## config.mk

```make
export PLATFORM = sky130hd
export DESIGN_NAME = packet_assembler
export DESIGN_NICKNAME = d
export VERILOG_FILES = /design/src/rtl/packet_assembler.sv
export SDC_FILE = /design/constraint.sdc
export NUM_CORES = 1
export LEC_CHECK = 0
export ABC_AREA = 1
export CORE_UTILIZATION = 30
export DETAILED_ROUTE_END_ITERATION = 6
export PLACE_DENSITY = 0.41
export SYNTH_ARGS = -nofsm -noshare
export SYNTH_HDL_FRONTEND = slang
export SYNTH_SLANG_ARGS = --single-unit
```

## constraint.sdc

```tcl
create_clock -name clock_clk -period 3.2 [get_ports clock_clk]
set_clock_uncertainty 0.05 [all_clocks]
set_input_delay 0.64 -clock clock_clk [delete_from_list [all_inputs] [get_ports clock_clk]]
set_output_delay 0.64 -clock clock_clk [all_outputs]
set_load 0.05 [all_outputs]
```

## src/rtl/packet_assembler.sv

```systemverilog
// Packet assembler: buffers a byte message (truncated to MAX_LEN) and emits it as
// an Avalon-ST packet of dest, len, payload and an XOR checksum.
module packet_assembler #(
    parameter int MAX_LEN = 64,
    parameter int DATA_W  = 8
) (
    input  logic              clock_clk,
    input  logic              reset_reset,
    input  logic [DATA_W-1:0] in_data,
    input  logic              in_valid,
    input  logic              in_last,
    output logic              in_ready,
    input  logic [7:0]        cfg_dest,
    output logic [DATA_W-1:0] out_data,
    output logic              out_valid,
    input  logic              out_ready,
    output logic              out_sop,
    output logic              out_eop,
    output logic [15:0]       pkt_count,
    output logic [7:0]        trunc_count
);

    localparam int AW = (MAX_LEN > 1) ? $clog2(MAX_LEN) : 1;
    localparam logic [7:0] MAX_LEN_B = 8'(MAX_LEN);

    typedef enum logic [2:0] {
        IDLE     = 3'd0,
        FILL     = 3'd1,
        DISCARD  = 3'd2,
        HDR_DEST = 3'd3,
        HDR_LEN  = 3'd4,
        PAYLOAD  = 3'd5,
        CKSUM    = 3'd6
    } state_t;

    function automatic logic [7:0] xor3(input logic [7:0] a, input logic [7:0] b,
                                        input logic [7:0] c);
        return a ^ b ^ c;
    endfunction

    function automatic logic [7:0] sat_inc8(input logic [7:0] v);
        if (v == 8'hFF) begin
            return v;
        end else begin
            return v + 8'd1;
        end
    endfunction

    state_t            state_r, state_s;
    logic [7:0]        len_r, len_s;
    logic [7:0]        dest_r, dest_s;
    logic [7:0]        cksum_r, cksum_s;
    logic [7:0]        idx_r, idx_s;
    logic              wr_en_s;
    logic [AW-1:0]     wr_addr_s;
    logic              trunc_inc_s;
    logic              pkt_inc_s;
    logic              accept_s;
    logic              xfer_s;
    logic [7:0]        out_data_s;
    logic [DATA_W-1:0] buffer [2**AW];

    // Next-state, buffer write and counter-event decode
    always_comb begin
        state_s     = state_r;
        len_s       = len_r;
        dest_s      = dest_r;
        cksum_s     = cksum_r;
        idx_s       = idx_r;
        wr_en_s     = 1'b0;
        wr_addr_s   = '0;
        trunc_inc_s = 1'b0;
        pkt_inc_s   = 1'b0;
        accept_s    = in_valid & in_ready;
        xfer_s      = out_valid & out_ready;
        case (state_r)
            IDLE: begin
                if (accept_s) begin
                    wr_en_s = 1'b1;
                    dest_s  = cfg_dest;
                    len_s   = 8'd1;
                    cksum_s = in_data;
                    if (in_last) begin
                        state_s = HDR_DEST;
                    end else if (MAX_LEN == 1) begin
                        trunc_inc_s = 1'b1;
                        state_s     = HDR_DEST;
                    end else begin
                        state_s = FILL;
                    end
                end else begin
                    state_s = IDLE;
                end
            end
            FILL: begin
                if (accept_s) begin
                    wr_en_s   = 1'b1;
                    wr_addr_s = len_r[AW-1:0];
                    len_s     = len_r + 8'd1;
                    cksum_s   = cksum_r ^ in_data;
                    if (in_last) begin
                        state_s = HDR_DEST;
                    end else if (len_r + 8'd1 == MAX_LEN_B) begin
                        trunc_inc_s = 1'b1;
                        state_s     = DISCARD;
                    end else begin
                        state_s = FILL;
                    end
                end else begin
                    state_s = FILL;
                end
            end
            DISCARD: begin
                if (accept_s && in_last) begin
                    state_s = HDR_DEST;
                end else begin
                    state_s = DISCARD;
                end
            end
            HDR_DEST: begin
                if (xfer_s) begin
                    state_s = HDR_LEN;
                end else begin
                    state_s = HDR_DEST;
                end
            end
            HDR_LEN: begin
                if (xfer_s) begin
                    idx_s   = 8'd0;
                    state_s = PAYLOAD;
                end else begin
                    state_s = HDR_LEN;
                end
            end
            PAYLOAD: begin
                if (xfer_s) begin
                    idx_s = idx_r + 8'd1;
                    if (idx_r + 8'd1 == len_r) begin
                        state_s = CKSUM;
                    end else begin
                        state_s = PAYLOAD;
                    end
                end else begin
                    state_s = PAYLOAD;
                end
            end
            CKSUM: begin
                if (xfer_s) begin
                    pkt_inc_s = 1'b1;
                    len_s     = 8'd0;
                    state_s   = IDLE;
                end else begin
                    state_s = CKSUM;
                end
            end
            default: begin
                state_s = IDLE;
            end
        endcase
    end

    // Output beat for the upcoming state; registered so it holds steady under stall
    always_comb begin
        out_data_s = 8'h00;
        case (state_s)
            HDR_DEST: out_data_s = dest_s;
            HDR_LEN:  out_data_s = len_s;
            PAYLOAD:  out_data_s = buffer[idx_s[AW-1:0]];
            CKSUM:    out_data_s = xor3(dest_s, len_s, cksum_s);
            default:  out_data_s = 8'h00;
        endcase
    end

    // Payload storage; contents are meaningless once len is cleared
    always_ff @(posedge clock_clk) begin
        if (wr_en_s) begin
            buffer[wr_addr_s] <= in_data;
        end
    end

    // State, counters and registered handshake/output signals
    always_ff @(posedge clock_clk) begin
        if (reset_reset) begin
            state_r     <= IDLE;
            len_r       <= 8'd0;
            dest_r      <= 8'd0;
            cksum_r     <= 8'd0;
            idx_r       <= 8'd0;
            pkt_count   <= 16'd0;
            trunc_count <= 8'd0;
            in_ready    <= 1'b0;
            out_valid   <= 1'b0;
            out_sop     <= 1'b0;
            out_eop     <= 1'b0;
            out_data    <= 8'd0;
        end else begin
            state_r     <= state_s;
            len_r       <= len_s;
            dest_r      <= dest_s;
            cksum_r     <= cksum_s;
            idx_r       <= idx_s;
            pkt_count   <= pkt_inc_s ? pkt_count + 16'd1 : pkt_count;
            trunc_count <= trunc_inc_s ? sat_inc8(trunc_count) : trunc_count;
            in_ready    <= (state_s == IDLE) || (state_s == FILL) || (state_s == DISCARD);
            out_valid   <= (state_s == HDR_DEST) || (state_s == HDR_LEN) ||
                           (state_s == PAYLOAD) || (state_s == CKSUM);
            out_sop     <= (state_s == HDR_DEST);
            out_eop     <= (state_s == CKSUM);
            out_data    <= out_data_s;
        end
    end

endmodule

```

Yosys cells after proc, flatten, opt, wreduce, memory -nomap -nowiden
Memories as Yosys holds them, arrays and structs flattened.
Index checks and enable logic that the tools add are counted.
W data, S select, Z words.
{ "totals": {"reg_bits": 71, "ram_bits": 512, "in_bits": 21, "out_inout_bits": 36, "word_cells": 90, "memories": 1} }
{ "memory_table": {"columns": ["memory", "words", "width", "read_ports", "rd_clocked_by_memory_dff", "wr", "line_no", "text"], "rows": [
  ["buffer", 64, 8, 1, 0, 1, "61", "logic [DATA_W-1:0] buffer [2**AW];"]
]} }
{ "classes": {"n_addsub": 4, "n_eq_ne": 17, "n_mux": 37, "bitwise": 6, "reduce_logical": 12} }
{ "op_table": {"columns": ["operator", "n"], "rows": [
  ["$mux W8", 9],
  ["$pmux W8 S2", 2],
  ["$pmux W8 S4", 1],
  ["$add A8 B1 Y8 const B", 3],
  ["$pmux W8 S3", 1],
  ["$xor A8 B8 Y8", 3],
  ["$pmux W3 S7", 1],
  ["$eq A3 B3 Y1 const B", 6],
  ["$add A16 B1 Y16 const B", 1],
  ["$mux W3", 5],
  ["$eq A3 B2 Y1 const B", 4],
  ["$mux W1", 12],
  ["$mux W6", 2],
  ["$eq A8 B7 Y1 const B", 1],
  ["$eq A8 B8 Y1", 1],
  ["$eq A8 B8 Y1 const B", 1],
  ["$mux W2", 4],
  ["$eq A3 B1 Y1 const B", 2],
  ["$logic_not A3 Y1", 2],
  ["$logic_or A1 B1 Y1", 5],
  ["$ne A2 B2 Y1 const B", 2],
  ["$reduce_and A3 Y1", 1],
  ["$and A1 B1 Y1", 2],
  ["$reduce_and A2 Y1", 1],
  ["4 further kinds", 4]
]} }

Longest topological paths before layout
Gate-level depths: netlist (run 1).
{ "depth": {"depth_word": 10, "ltp_mapped": 18, "ltp_nobuf": 18} }

Least setup slack after synthesis (run 1)
OpenSTA, ideal clock, no wires.
{ "synth_timing": {"path_kind": "reg2reg", "start": "register out_valid", "end": "register out_data[4]", "setup_time_ns": 0.132, "t_arrival_ns": 2.413, "required_time_ns": 3.018, "slack_ns": 0.605, "stages_incl_launch_ff": 16, "n_path_buf": 2, "period_less_slack_ns": 2.595, "cell_sequence": "dfxtp_1 nand2_2 ha_1 nand4_2 nand3_2 buf_2 buf_2 nand2_1 o211ai_1 nand3_1 nand3_1 nand3_1 nand2_1 nand2_1 nand3_1 a21oi_1"} }
{ "synth_between": {"elab_chain_cells": 6, "elab_cells_between_ends": 19, "classes_between": "4 x eq/ne; 11 x mux; 3 x bitwise; 1 x memory"} }
{ "synth_rtl": {"columns": ["element", "line_no", "text"], "rows": [
  ["start: declaration", "15", "output logic out_valid,"],
  ["start signal: assignment", "205", "out_valid <= (state_s == HDR_DEST) || (state_s == HDR_LEN) ||"],
  ["$and A1 B1 Y1 (*)", "75", "xfer_s = out_valid & out_ready;"],
  ["branches (longest 4 deep; another with $mem_v2 Z64 W8)", null, null],
  ["$pmux W8 S4 (*)", "165", "case (state_s)"],
  ["end signal: assignment", "209", "out_data <= out_data_s;"],
  ["end: declaration", "14", "output logic [DATA_W-1:0] out_data,"]
]} }
Every way passes the cells marked *. The select of a mux whose other input is x is not followed.
A chain may end at the register's enable or synchronous reset.

Final worst setup path (run 1)
{ "layout_timing": {"start": "input out_ready", "end": "register out_data[6]"} }
{ "layout_between": {"elab_chain_cells": 6, "elab_cells_between_ends": 19, "classes_between": "4 x eq/ne; 11 x mux; 3 x bitwise; 1 x memory"} }
{ "layout_rtl": {"columns": ["element", "line_no", "text"], "rows": [
  ["start: declaration", "16", "input logic out_ready,"],
  ["$and A1 B1 Y1 (*)", "75", null],
  ["branches (longest 4 deep; another with $mem_v2 Z64 W8)", null, null],
  ["$pmux W8 S4 (*)", "165", null]
]} }
Marked as above.

==> results of run 1 <==
==> report_power, final <==
part           switching, mW  internal, mW
Clock                   3.23          4.78
Sequential            0.0177          8.30
Combinational          0.420         0.158
Total                   3.67          13.2
==> cells in the final DEF (no fill, tap or decap), types with 16 or more instances in the layout <==
master,synthesis,routed
a21oi_1,30,30
clkbuf_16,0,74
edfxtp_1,512,512
nand4_1,256,256
nand2_1,435,435
buf_12,0,40
clkdlybuf4s50_1,0,47
o21ai_0,20,20
dfxtp_1,71,70
clkbuf_1,37,16
nand3_1,522,522
nor2_1,179,177
o21ai_1,17,16
buf_4,6,219
inv_1,140,139
==> critical path, delay by kind of cell <==
| family | cells | cell delay [ns] |
|---|---|---|
| adders and majority gates | 1 | 0.31 |
| buffers and inverters | 4 | 0.99 |
| and+or+nand+nor | 13 | 1.49 |
==> metrics by stage <==
stage / std cells / power, mW / setup slack [ns] / utilization [%]
6_report: 3885 / 16.9 / 0.146 / 37.3
3_5_place_dp: 3758 / 9.06 / -0.474 / 34.6
2_1_floorplan: 2470 / 8.73 / 0.605 / -
3_3_place_gp: 3758 / 9.06 / -0.481 / 34.6
5_1_grt: 3885 / 17.4 / 0.0104 / 37.3
4_1_cts: 3885 / 17.1 / 0.0513 / 37.3
==> flip-flops by register name, summed over array words and instances, names as in the netlist <==
signal and cells:
out_sop 1, len_r 8, pkt_count 16, state_r 3, out_eop 1, in_ready 1, trunc_count 8, out_valid 1
buffer 512, dest_r 8, out_data 8, idx_r 8, cksum_r 8
==> per-layer routing <==
layer	vias to the layer above	global-route usage [%]
li1	9305	-
met1	9791	27.7
met2	552	32.1
met3	122	2.66
met4	0	6.85
met5	-	0
==> kinds of logic after synthesis <==
logic type      synth area share (%)
fa+ha+maj                      0.386
compound gates                  1.98
buf+inv                         5.55
xor+xnor                       0.675
simple gates                    26.7
flops                           64.7
==> path summary, 6_finish.rpt <==
path	to	slack [ns]	cells after the start
setup / recovery	out_data[6]	0.15	18
hold / removal	buffer[48][2]	0.37	1
setup reg to reg	out_data[6]	0.15	16
hold reg to reg	idx_r[7]	0.43	2
==> what timing repair did <==
action | in CTS | in global routing
endpoints found under the setup margin | 0 | 3
hold endpoints to repair | 0 | 0
resized for setup | 0 | 2
==> area by class of cell <==
class,instances,area share (%)
multi-input combinational,1561,24.4
clock inverter,34,1.06
sequential,583,52.8
inverter,155,1.84
tap,1144,4.50
clock buffer,93,6.14
timing repair buffer,315,9.30
==> results.py, run 1 <==
metrics = {
    "outcome": {
        "status": "complete, no violations",
    },
    "detailed_routing": {
        "vias_per_cell": 5.09,
        "routedWlPerCell_um": 22.5,
        "vias": 19800,
        "drt_iter0_drc": 1718,
        "wl_met2_mm": 40.8,
        "wl_mm": 87.3,
        "drc": 0,
        "wl_met3_mm": 3.93,
        "m1WireLength_mm": 40.0,
        "dr.max_layer_used": "met4",
        "antenna_left": 0,
        "drtPass1Iterations": 7,
    },
    "clock_network": {
        "cts_made_buffers": 69,
        "cts_tree": "built",
        "post_cts_buffers": 0,
        "cts_max_level": 3,
        "clock-sinks": 583,
        "cts_hold_buf": 0,
        "clk_path_buf_depth": 3,
        "clkSlewWorstSetupHoldPaths_ns": 0.05,
        "clkLatencyLatePin_ns": 0.62,
        "cts_root_buf": "clkbuf_16",
    },
    "sta": {
        "slew-limit-headroom_pct": 31.0,
        "grt_setup_unrepaired": "false",
        "slew_viol_final": 0,
        "period_needed_ns": 3.05,
        "hold_viol_final": 0,
        "max_clock_freq_mhz": 327,
        "whs_ns": 0.374,
        "tightest_slew_ns": 1.03,
        "post-route-period-util_pct": 95.4,
        "tns_ns": 0,
        "setup_violations": 0,
    },
    "yosys": {
        "ys_ff_latch": 583,
        "synth_cells": 2470,
        "synth.most_common_cell": "nand3_1",
        "ys_warn_count": 0,
        "seq_area_frac_synth_pct": 64.7,
        "yosys.area.top_type": "edfxtp_1",
        "synth_edf_count": 512,
        "syn_area_um2": 25900,
        "syn-num-nets": 2499,
        "synth_common_cells": "nand3_1 (522), edfxtp_1 (512), nand2_1 (435), nand4_1 (256), nor2_1 (179)",
        "synth-main-ff-cell": "edfxtp_1",
        "syn_area_per_cell_um2": 10.5,
        "yosysUniqueCellTypes": 41,
        "ys_async_sr_fraction_pct": 0,
        "synth_top_cell_area_share_pct": 59.3,
        "synth.area.top_cells": "edfxtp_1 (59%), nand3_1 (10%), nand2_1 (6.3%), nand4_1 (6.2%), dfxtp_1 (5.5%)",
    },
    "finish": {
        "area_growth_pct": 22.7,
        "nFillCells": 8588,
        "antenna_cells": 0,
        "multi_input_area_um2": 7760,
        "finalNetCount": 2714,
        "regArea_um2": 16800,
        "drive_gt1_share_pct": 15.2,
        "final_design_area_no_fill_um2": 31800,
    },
    "worst_setup_path": {
        "cp.arrival_ns": 3.47,
        "cp-startpoint": "out_ready",
        "required_ns": 3.62,
        "start_kind": "input port",
        "path_max_fanout": 29,
        "cp_common_cell": "nor2_1",
        "r2r-start": "state_r[2]",
        "crit_chain": "clkdlybuf4s50_1, nand2_2, ha_1, nand4_4, nand3_4, buf_12, buf_12, buf_4, nand2_1, nand3_1, nand3_1, nand3_1, nand2_1, nor2_1, nor2_1, nor2_1, nor2_1, nor2_1",
        "crit_type": "input port to flop",
        "max_stage_delay_ns": 0.47,
        "critPathSlowestCell": "clkdlybuf4s50_1",
        "endpoint_kind": "flop",
    },
    "global_routing": {
        "grt_start_max_net_pins": 65,
        "overflow": 0,
        "antenna_found_initial": 0,
        "grt_pass1_vias": 19700,
        "grt.total_usage_pct": 20.0,
        "grt_pass1_wl_mm": 129,
    },
    "power": {
        "ir_drop_uv": 352,
        "p_per_area_nw_per_um2": 531,
        "leakage_nw": 11.5,
    },
    "placed_design": {
        "placed_cell_area_um2": 29500,
        "dp_hpwl_mm": 55.9,
        "gp_congestion": 0.849,
        "port_buffers": 56,
    },
    "min_path": {
        "hold_path.class": "input port to flop",
        "hp-start": "in_data[2]",
    },
    "floorplan": {
        "core_um2": 85400,
        "io_pins": 57,
        "die_width_um": 296,
        "dieArea_um2": 87700,
        "rows": 107,
        "start_util_pct": 30.4,
        "die_h_um": 296,
    },
    "run": {
        "max-cap-violations": 0,
    },
}
Note: power is estimated with default switching activity, not from simulation.
==> run 2, diff against run 1 <==
CTS_CLUSTER_DIAMETER = 40   (was not set)
SLEW_MARGIN = 40   (was not set)
==> run 2 against run 1 <==
Critical path depth fell by 3. Die area did not move. Final cell count rose by 2.0%. Final area rose by 5.4%. Non-clock buffer count did not move. Total power rose by 25%. Utilization rose by 2.0 points. First-iteration DRC count fell by 5.1%. Clock power rose by 54%. Critical path type is now flop to flop.
==> results.py, run 2 (synthesis results as in run 1) <==
metrics = {
    "outcome": {
        "status": "complete, no violations",
    },
    "worst_setup_path": {
        "worstRegToRegCells": 15,
        "crit_cells": 15,
        "max_stage_delay_ns": 0.42,
        "r2r_end": "out_data[6]",
        "start_kind": "flop",
        "cp.arrival_ns": 3.53,
        "endpoint_kind": "flop",
        "crit_family": "simple AND/OR/NAND/NOR gates",
        "cp_common_cell": "nor2_1",
        "reg2reg_slack_ns": 0.17,
        "r2r-start": "idx_r[0]",
        "required_ns": 3.70,
        "critPathSlowestCell": "dfxtp_2",
        "cp-startpoint": "idx_r[0]",
        "path_max_fanout": 17,
        "cp-endpoint": "out_data[6]",
        "crit_type": "flop to flop",
        "crit_chain": "ha_1, xor2_1, nand2_1, o21ai_4, inv_2, buf_12, buf_4, nand3_1, nand3_1, nand2_1, nor2_1, nor2_1, nor2_1, nor2_1, nor2_1",
        "path_buf_inv": 3,
    },
    "clock_network": {
        "clk_path_buf_depth": 3,
        "clkLatencyLatePin_ns": 0.69,
        "cts_made_buffers": 107,
        "cts_tree": "built",
        "clock-sinks": 583,
        "clkSlewWorstSetupHoldPaths_ns": 0.05,
        "post_cts_buffers": 0,
        "cts_max_level": 3,
        "cts_root_buf": "clkbuf_16",
    },
    "sta": {
        "setup_violations": 0,
        "tightest_slew_ns": 0.851,
        "max_clock_freq_mhz": 330,
        "tns_ns": 0,
        "grt_setup_unrepaired": "false",
        "slew-limit-headroom_pct": 43.3,
        "post-route-period-util_pct": 94.7,
        "hold_viol_final": 0,
        "setup_ws_ns": 0.168,
        "period_needed_ns": 3.03,
        "slew_viol_final": 0,
    },
    "finish": {
        "layout_commonest_cell": "nand3_1",
        "drive_gt1_share_pct": 18.2,
        "final_cell_mix": "nand3_1 (522), edfxtp_1 (512), nand2_1 (435), nand4_1 (256), buf_4 (215)",
        "antenna_cells": 0,
        "area_growth_pct": 29.3,
        "nFillCells": 8395,
        "regMostFlops": "buffer",
        "final_design_area_no_fill_um2": 33500,
        "largest_register_ffs": 512,
        "largest_registers": "buffer x512, pkt_count x16",
        "finalNetCount": 2752,
    },
    "detailed_routing": {
        "drt_iter0_drc": 1630,
        "routedWlPerCell_um": 22.2,
        "drtPass1Iterations": 6,
        "vias": 20100,
        "wl_mm": 87.8,
        "antenna_left": 0,
        "vias_per_cell": 5.08,
        "drc": 0,
    },
    "floorplan": {
        "die_h_um": 296,
        "io_pins": 57,
        "start_util_pct": 30.4,
        "dieArea_um2": 87700,
        "core_um2": 85400,
        "die_width_um": 296,
        "rows": 107,
    },
    "placed_design": {
        "dp_hpwl_mm": 55.9,
        "placed_cell_area_um2": 29600,
        "dp_slack_ns": -0.457,
        "port_buffers": 56,
        "gp_congestion": 0.849,
    },
    "global_routing": {
        "grt.total_usage_pct": 20.1,
        "grt_pass1_vias": 20200,
        "grt_pass1_wl_mm": 130,
        "grt_start_max_net_pins": 65,
        "antenna_found_initial": 1,
        "overflow": 0,
    },
    "power": {
        "leakage_nw": 12.3,
        "p_per_area_nw_per_um2": 632,
        "p_total_mw": 21.2,
        "ir_drop_uv": 438,
    },
    "min_path": {
        "min_path_cells": 1,
        "hold_path.class": "input port to flop",
    },
    "run": {
        "max-cap-violations": 0,
    },
}
[run 2: cell count changes in the layout (fill, tap and decap cells not counted), sizes merged]
cell,change
clkinvlp,+16
clkinv,+17
bufinv,+16
clkbuf,+20
inv,+7
[run 2: cell type report]
| type | instances | area, µm² | share of cell area [%] |
|---|---|---|---|
| clock buffer | 113 | 2710 | 8.08 |
| clock inverter | 90 | 1270 | 3.78 |
| inverter | 155 | 584 | 1.74 |
| multi-input combinational | 1561 | 7770 | 23.2 |
| sequential | 583 | 16800 | 50.1 |
| tap | 1144 | 1430 | 4.27 |
| timing repair buffer | 315 | 2980 | 8.87 |
[run 2: worst register-to-register path: cells and delay by family (launching register included)]
kind | cells | cell delay [ns]
AND/OR/NAND/NOR | 9 | 1.16
AO/OA/AOI/OAI | 1 | 0.17
flip-flops | 1 | 0.42
adder cells (fa/ha/maj) | 1 | 0.24
XOR/XNOR | 1 | 0.33
buffers and inverters | 3 | 0.54
[run 2: worst min path at each step]
stage	start	end	slack (ns)
after floorplan	idx_r[7]	idx_r[7]	0.40
after global placement	pkt_count[15]	pkt_count[15]	0.41
after detailed placement	pkt_count[15]	pkt_count[15]	0.42
after CTS	in_data[2]	buffer[48][2]	0.31
after global routing	in_data[2]	buffer[48][2]	0.31
final	in_data[2]	buffer[48][2]	0.32
[run 2: timing repair]
item,CTS,global route
hold buffers,0,0
gates resized for setup,0,2
endpoints found under the setup margin,0,3
[run 2: stage by stage]
| stage | instances | util [%] | hold WS, ns |
|---|---|---|---|
| after floorplan | 2470 | - | 0.401 |
| after global placement | 3758 | 34.6 | 0.410 |
| after detailed placement | 3758 | 34.6 | 0.416 |
| after CTS | 3961 | 39.3 | 0.307 |
| after global routing | 3961 | 39.3 | 0.310 |
| final | 3961 | 39.3 | 0.323 |
[run 2: where the power goes]
| group | total [mW] | internal [mW] | switching, mW |
|---|---|---|---|
| clock | 12.3 | 8.03 | 4.27 |
| sequential | 8.33 | 8.31 | 0.0174 |
| combinational | 0.580 | 0.160 | 0.420 |
| total | 21.2 | 16.5 | 4.70 |
[run 2: layer usage]
layer | GRT usage [%] | vias up | part of all wire, %
li1 | - | 9432 | -
met1 | 27.1 | 9976 | 45
met2 | 32.5 | 581 | 47
met3 | 3.24 | 133 | 5.3
met4 | 7.09 | 0 | 2.7
met5 | 0 | - | 0
